[src/rtl/clk_div_bank.sv]
// clk_div_bank: a bank of CH programmable clock dividers in the clk_50MHz domain.
// Each channel divides clk_50MHz by its own runtime divisor. It produces a
// near-50% duty clock (odd divisors give the extra cycle to the high phase)
// and a one-cycle tick at each rising edge of that clock. New divisors are
// staged and only take effect at a period boundary, or right away when the
// channel is stopped, so a running output never gets a short or long period.
//
// Ports:
//   clk_50MHz      system clock, rising edge
//   rst            synchronous, active-low reset
//   en[CH]         per-channel run enable
//   wr_en          divisor write strobe
//   wr_ch[4]       target channel; writes with wr_ch >= CH are dropped
//   wr_div[W]      new divisor, unsigned
//   clk_out[CH]    divided clocks, registered
//   tick[CH]       one-cycle strobe coincident with the first high cycle
//   pend[CH]       staged divisor not yet applied

// One divider channel.
module clk_div_chan #(
    parameter int W       = 32,
    parameter int DEF_DIV = 50
) (
    input  logic         clk_50MHz,
    input  logic         rst,
    input  logic         en,
    input  logic         wr,
    input  logic [W-1:0] wr_div,
    output logic         clk_out,
    output logic         tick,
    output logic         pend
);
    logic [W-1:0] d;     // active divisor
    logic [W-1:0] s;     // staged divisor
    logic [W-1:0] cnt;
    logic [W-1:0] half;  // ceil(d/2): length of the high phase
    logic         running;
    logic         wrap;

    assign half    = d - (d >> 1);
    assign running = en && (d >= W'(2));
    // d >= 2 whenever this is used, so d-1 cannot underflow.
    assign wrap    = (cnt == d - W'(1));

    always_ff @(posedge clk_50MHz) begin
        if (!rst) begin
            d       <= W'(DEF_DIV);
            s       <= W'(DEF_DIV);
            cnt     <= '0;
            pend    <= 1'b0;
            clk_out <= 1'b0;
            tick    <= 1'b0;
        end else begin
            if (running) begin
                clk_out <= (cnt < half);
                tick    <= (cnt == '0);
                if (wrap) begin
                    cnt <= '0;
                    if (pend) begin
                        d    <= s;
                        pend <= 1'b0;
                    end
                end else begin
                    cnt <= cnt + W'(1);
                end
            end else begin
                // Stopped: hold at the start of a period so a restart
                // begins with a full high phase and a tick.
                cnt     <= '0;
                clk_out <= 1'b0;
                tick    <= 1'b0;
                if (pend) begin
                    d    <= s;
                    pend <= 1'b0;
                end
            end
            // A write on the apply edge wins: it re-arms pend, so the fresh
            // value is picked up at the following boundary.
            if (wr) begin
                s    <= wr_div;
                pend <= 1'b1;
            end
        end
    end
endmodule

module clk_div_bank #(
    parameter int CH      = 4,
    parameter int W       = 32,
    parameter int DEF_DIV = 50
) (
    input  logic          clk_50MHz,
    input  logic          rst,
    input  logic [CH-1:0] en,
    input  logic          wr_en,
    input  logic [3:0]    wr_ch,
    input  logic [W-1:0]  wr_div,
    output logic [CH-1:0] clk_out,
    output logic [CH-1:0] tick,
    output logic [CH-1:0] pend
);
    // Channel index never reaches CH, so out-of-range wr_ch decodes to nothing.
    for (genvar i = 0; i < CH; i++) begin : g_ch
        logic wr;
        assign wr = wr_en && (wr_ch == 4'(i));

        clk_div_chan #(
            .W       (W),
            .DEF_DIV (DEF_DIV)
        ) u_chan (
            .clk_50MHz (clk_50MHz),
            .rst       (rst),
            .en        (en[i]),
            .wr        (wr),
            .wr_div    (wr_div),
            .clk_out   (clk_out[i]),
            .tick      (tick[i]),
            .pend      (pend[i])
        );
    end
endmodule

[config.mk]
export PLATFORM = sky130hd
export DESIGN_NAME = clk_div_bank
export DESIGN_NICKNAME = d
export VERILOG_FILES = /design/src/rtl/clk_div_bank.sv
export SDC_FILE = /design/constraint.sdc
export NUM_CORES = 1
export LEC_CHECK = 0
export CAP_MARGIN = 20
export CORE_MARGIN = 5
export CORE_UTILIZATION = 40
export DETAILED_ROUTE_END_ITERATION = 16
export PLACE_DENSITY_LB_ADDON = 0.15
export SYNTH_ARGS = -nofsm -noshare
export SYNTH_HDL_FRONTEND = slang
export SYNTH_HIERARCHICAL = 1
export SYNTH_SLANG_ARGS = --single-unit
[constraint.sdc]
create_clock -name clk_50MHz -period 4.2 [get_ports clk_50MHz]
set_input_delay 1.05 -clock clk_50MHz [delete_from_list [all_inputs] [get_ports clk_50MHz]]
set_output_delay 1.05 -clock clk_50MHz [all_outputs]
set_load 0.05 [all_outputs]
Word-level counts from Yosys, hierarchy flattened
Cells that the tools add are included.
- flip-flop bits (word level): 396
- input port bits: 43
- add/sub/neg operators: 12
- magnitude comparators: 8
- equality and inequality tests: 15
- multiplexer cells: 24
- bitwise operators: 5
- reduce and logical (&&, ||, !) cells: 21
- operators by type and width (operator ; count):
    $mux 32 ; 12
    $add 32x1->32 const B ; 4
    $eq 32x32->1 ; 4
    $ge 32x2->1 const B ; 4
    $logic_not 32->1 ; 4
    $lt 32x32->1 ; 4
    $sub 32x1->32 const B ; 4
    $sub 32x31->32 ; 4
    $mux 1 ; 12
    $ne 3x2->1 const B ; 4
    $reduce_or 3->1 ; 4
    $eq 4x2->1 const B ; 2
    $logic_and 1x1->1 ; 8
    $ne 2x2->1 const B ; 4
    $reduce_and 2->1 ; 4
    $not 1->1 ; 5
    $eq 4x1->1 const B ; 1
    $logic_not 4->1 ; 1

Logic depth before layout (Yosys ltp)
- depth after elaboration: 5
- depth in mapped cells: 21
- mapped depth without buffers: 21

By module
The synthesis kept the hierarchy.
- by module, submodules not included (module ; times used ; cells each ; area an instance (sq um)):
    clk_div_chan at g_ch[0].u_chan ... ; 3 ; 957 ; 7901.3
    clk_div_chan at g_ch[1].u_chan ; 1 ; 952 ; 7953.9
    clk_div_bank ; 1 ; 5 ; 65.1

Worst setup path before layout
No wires, ideal clock.
- path kind: register -> register
- from: reg g_ch[0].u_chan.d[8]
- to: reg g_ch[0].u_chan.clk_out
- library setup time: 0.122 ns
- arrival: 4.010 ns
- setup slack: 0.068 ns
- stages on the path, launching flop included: 17
- clock period less this slack: 4.132 ns
- path through: dfxtp_1 -> inv_1 -> ha_1 -> nor3b_1 -> a2111oi_0 -> o41ai_1 -> a2111o_1 -> a311o_1 -> a211oi_1 -> nor3_1 -> xnor2_1 -> ha_1 -> nand2_1 -> nor2_1 -> nand3_1 -> or3_1 -> o311a_1
- longest elaborated chain between the ends: 3
- elaborated cells between the ends (all ways): 5
- classes of those cells: add/sub: 1; order compare: 2; reduce/logical: 2
- ends and longest elaborated chain (what ; RTL line ; text):
    start, declared ; 33 ; logic [W-1:0] d;
    start signal, assigned ; 47 ; d <= W'(DEF_DIV);
    start signal, assigned ; 60 ; d <= s;
    start signal, assigned ; 73 ; d <= s;
    branches (longest 3 deep; another with $sub 32x31->32) ; - ;
    end signal, assigned ; 55 ; clk_out <= (cnt < half);
    end, declared ; 29 ; output logic clk_out,
Parallel ways; which one is timed is not known.
A chain may end at the register's enable or synchronous reset.

Final worst setup path
- from: reg g_ch[2].u_chan.d[0]
- to: reg g_ch[2].u_chan.clk_out
- longest elaborated chain between the ends: 3
- elaborated cells between the ends (all ways): 5
- classes of those cells: add/sub: 1; order compare: 2; reduce/logical: 2
- ends and longest elaborated chain (what ; RTL line):
    start, declared ; 33
    start signal, assigned ; 47
    start signal, assigned ; 60
    start signal, assigned ; 73
    branches (longest 3 deep; another with $sub 32x31->32) ; -
    end signal, assigned ; 55
    end, declared ; 29
Parallel ways; which one is timed is not known.

==> flow_summary.json <==
{
  "cts_tree": "yes",
  "drtPass1Iterations": 5,
  "clk_pin_slew_ns": 0.06,
  "num-nets-final": 4517,
  "wl_per_cell_um": 18.2,
  "postRouteAntennaNets": 0,
  "finalMaxSlewViolations": 0,
  "start_kind": "flip-flop",
  "worstSetupEndpointType": "flip-flop",
  "gr-usage-all-layers": 0.210,
  "cp.required_ns": 4.67,
  "synth_edf_count": 0,
  "via_count": 27000,
  "maxCapViolCount": 0,
  "clk_latency_ns": 0.61,
  "rows": 103,
  "io_pins": 55,
  "grt_pass1_vias": 25700,
  "core_um2": 78900,
  "synth_cell_type_count": 86,
  "drc": 0,
  "setup_ws_ns": 0.0869,
  "io_buffers": 54,
  "ys_ff_latch": 396,
  "synth_top_area_share": 0.250,
  "fin_crit_ns": 4.11,
  "fin_skew_ns": 0.0241,
  "routed_via_density": 5.24,
  "drt_iter0_markers": 1505,
  "postSynthAreaPerCell_um2": 8.29,
  "worst_slew_pin_slew_ns": 1.02,
  "setup_viol": 0,
  "synthFlopType": "dfxtp_1",
  "grt_pass1_wl_um": 145000,
  "crit_arrival_ns": 4.59,
  "dpl_cell_area_um2": 34900,
  "synth_top_cell_by_area": "dfxtp_1",
  "yosysWarnings": 6,
  "cts.sinks": 396,
  "min_path_type": "flip-flop to flip-flop",
  "final_layout_size_suffix_gt1_frac": 0.117,
  "finalWirelength_um": 93900,
  "async_reset_ff_frac": 0,
  "critPathMaxFanout": 4,
  "ir_drop_mv": 0.335,
  "hold_viol": 0,
  "timing.slew.headroom": 0.323,
  "place_congestion": 0.905,
  "max_freq_ghz": 0.243,
  "diodes": 0,
  "h-tree-depth": 2,
  "post-place-ws_ns": -0.104,
  "period_share": 0.979,
  "hpwl_um": 73800,
  "postLayoutCellArea_um2": 37100,
  "root_buffer": "clkbuf_16",
  "cts_buffers": 48,
  "status": "finished clean",
  "area_growth_pct": 16.8,
  "path_class": "flip-flop to flip-flop",
  "postSynthCellCount": 3828,
  "p_leak_nw": 15.0,
  "seq_area_frac_synth": 0.250,
  "power.total_w": 0.00843,
  "grt_overflow_total": 0,
  "die-area_um2": 85000,
  "antenna_found_initial": 0,
  "grt_start_max_net_pins": 123,
  "cts_buffer_depth": 3,
  "fp.dieW_um": 292,
  "p_per_area_nw_per_um2": 227,
  "hold_buffers": 0,
  "rsz0062_at_grt": "true",
  "start_util": 0.402,
  "synth_nets": 4279,
  "syn_area_um2": 31700,
  "ys_top_cells_by_area": "dfxtp_1, ha_1, xnor2_1",
  "die_h_um": 292
}
## cell usage in the layout, fill, tap and decap left out, types with 42 or more instances in the layout
master,Yosys,layout
buf_4,13,275
a21oi_1,138,132
nand2b_1,45,45
and3_1,42,42
xor2_1,138,138
a21o_1,55,55
nand3_1,161,157
nor2_1,287,284
nand4_1,90,90
clkdlybuf4s50_1,0,53
dfxtp_1,396,391
nor4_1,51,50
mux2i_1,184,184
o21ai_0,79,66
o21ai_1,70,76
nor2b_1,171,168
a211oi_1,51,43
clkbuf_16,0,50
nor3_1,79,74
xnor2_1,254,254
nand2_1,303,303
inv_1,278,271
ha_1,404,393
## sequential cells by signal, indices dropped and copies added (netlist names)
register and flops:
g_ch.u_chan/pend 4, g_ch.u_chan/s 128, g_ch.u_chan/d 128, g_ch.u_chan/clk_out 4, g_ch.u_chan/tick 4, g_ch.u_chan/cnt 128
## layer usage
metal | track usage | vias up | wire [µm]
li1 | - | 13900 | -
met1 | 0.288 | 12500 | 45100
met2 | 0.358 | 456 | 43500
met3 | 0.0194 | 110 | 2850
met4 | 0.0529 | 0 | 2360
met5 | 0 | - | 0
## kinds of logic after synthesis
| group | synth area share |
|---|---|
| XOR/XNOR | 0.115 |
| adder cells (fa/ha/maj) | 0.162 |
| flip-flops | 0.250 |
| multiplexers | 0.0588 |
| AO/OA/AOI/OAI | 0.132 |
| AND/OR/NAND/NOR | 0.228 |
| buffers and inverters | 0.0547 |
## critical path, cell delays in order (launching register included)
cell,delay (ns)
dfxtp_2,0.33
inv_2,0.05
ha_4,0.15
inv_2,0.05
fa_2,0.20
nor2b_4,0.15
o311a_1,0.21
o21ai_1,0.08
buf_4,0.15
a2111o_1,0.47
a311o_1,0.37
a211oi_2,0.29
nor3_2,0.08
xnor2_1,0.13
ha_1,0.29
nand2_1,0.06
nor2_2,0.11
nand3_2,0.08
or3_4,0.37
o311a_1,0.34
## cells in the mapped netlist, types with 7 or more instances
cell type  number
xor2_1        138
o211ai_1       29
o31ai_1        21
nor3_1         79
a21oi_1       138
clkbuf_1       84
a31oi_1        30
a21o_1         55
buf_4          13
xnor2_1       254
mux2i_1       184
a311oi_1        7
or2_2          11
nor4b_1         8
o21bai_1       18
nand3_1       161
buf_2          15
inv_1         278
nand3b_1       17
a211o_1        11
o21ai_0        79
o2111ai_1       9
a211oi_1       51
and4b_1         8
nand2_1       303
or3_1          25
a2111oi_0      13
buf_1          26
nor4_1         51
dfxtp_1       396
ha_1          404
nand2b_1       45
o21a_1         10
and3_1         42
a21boi_0       17
nand4_1        90
nor2_1        287
o311a_1         9
nor2b_1       171
nor3b_1        12
o21ai_1        70
and4_1         28
## power breakdown
group / switching (W) / total [W] / internal [W]
combinational: 0.000248 / 0.000404 / 0.000156
sequential: 0.0000201 / 0.00380 / 0.00378
clock: 0.00172 / 0.00423 / 0.00250
total: 0.00199 / 0.00843 / 0.00644
## final timing paths
path / startpoint / endpoint / slack (ns) / cells past startpoint
max: g_ch[2].u_chan/d[0] / g_ch[2].u_chan/clk_out / 0.09 / 19
min: g_ch[0].u_chan/s[28] / g_ch[0].u_chan/d[28] / 0.45 / 2
max reg2reg: g_ch[2].u_chan/d[0] / g_ch[2].u_chan/clk_out / 0.09 / 19
min reg2reg: g_ch[0].u_chan/s[28] / g_ch[0].u_chan/d[28] / 0.45 / 2
## per-stage QoR
| stage | TNS (ns) | cells | util | hold WS [ns] |
|---|---|---|---|---|
| finish | 0 | 5148 | 0.470 | 0.448 |
| floorplan | 0 | 3828 | - | 0.428 |
| CTS | 0 | 5135 | 0.463 | 0.447 |
| global route | -0.242 | 5148 | 0.470 | 0.466 |
| detailed placement | -0.234 | 5052 | 0.443 | 0.441 |
| global placement | -0.0901 | 5052 | 0.443 | 0.437 |
## repair_timing
item / CTS / global route
gates resized for setup: 11 / 98
buffers inserted: 1 / 14
endpoints found under the setup margin: 3 / 4
hold endpoints to repair: 0 / 0
pin swaps: 3 / 66
## final cells by class
class | count | area, µm²
clock buffers | 65 | 1400
clock inverters | 17 | 188
fillers | 7870 | 41800
inverters | 278 | 1040
multi-input cells | 3009 | 22500
flip-flops and latches | 396 | 7940
well taps | 1050 | 1310
repair buffers | 333 | 2690
No activity file was read; power rests on OpenSTA's default activity.
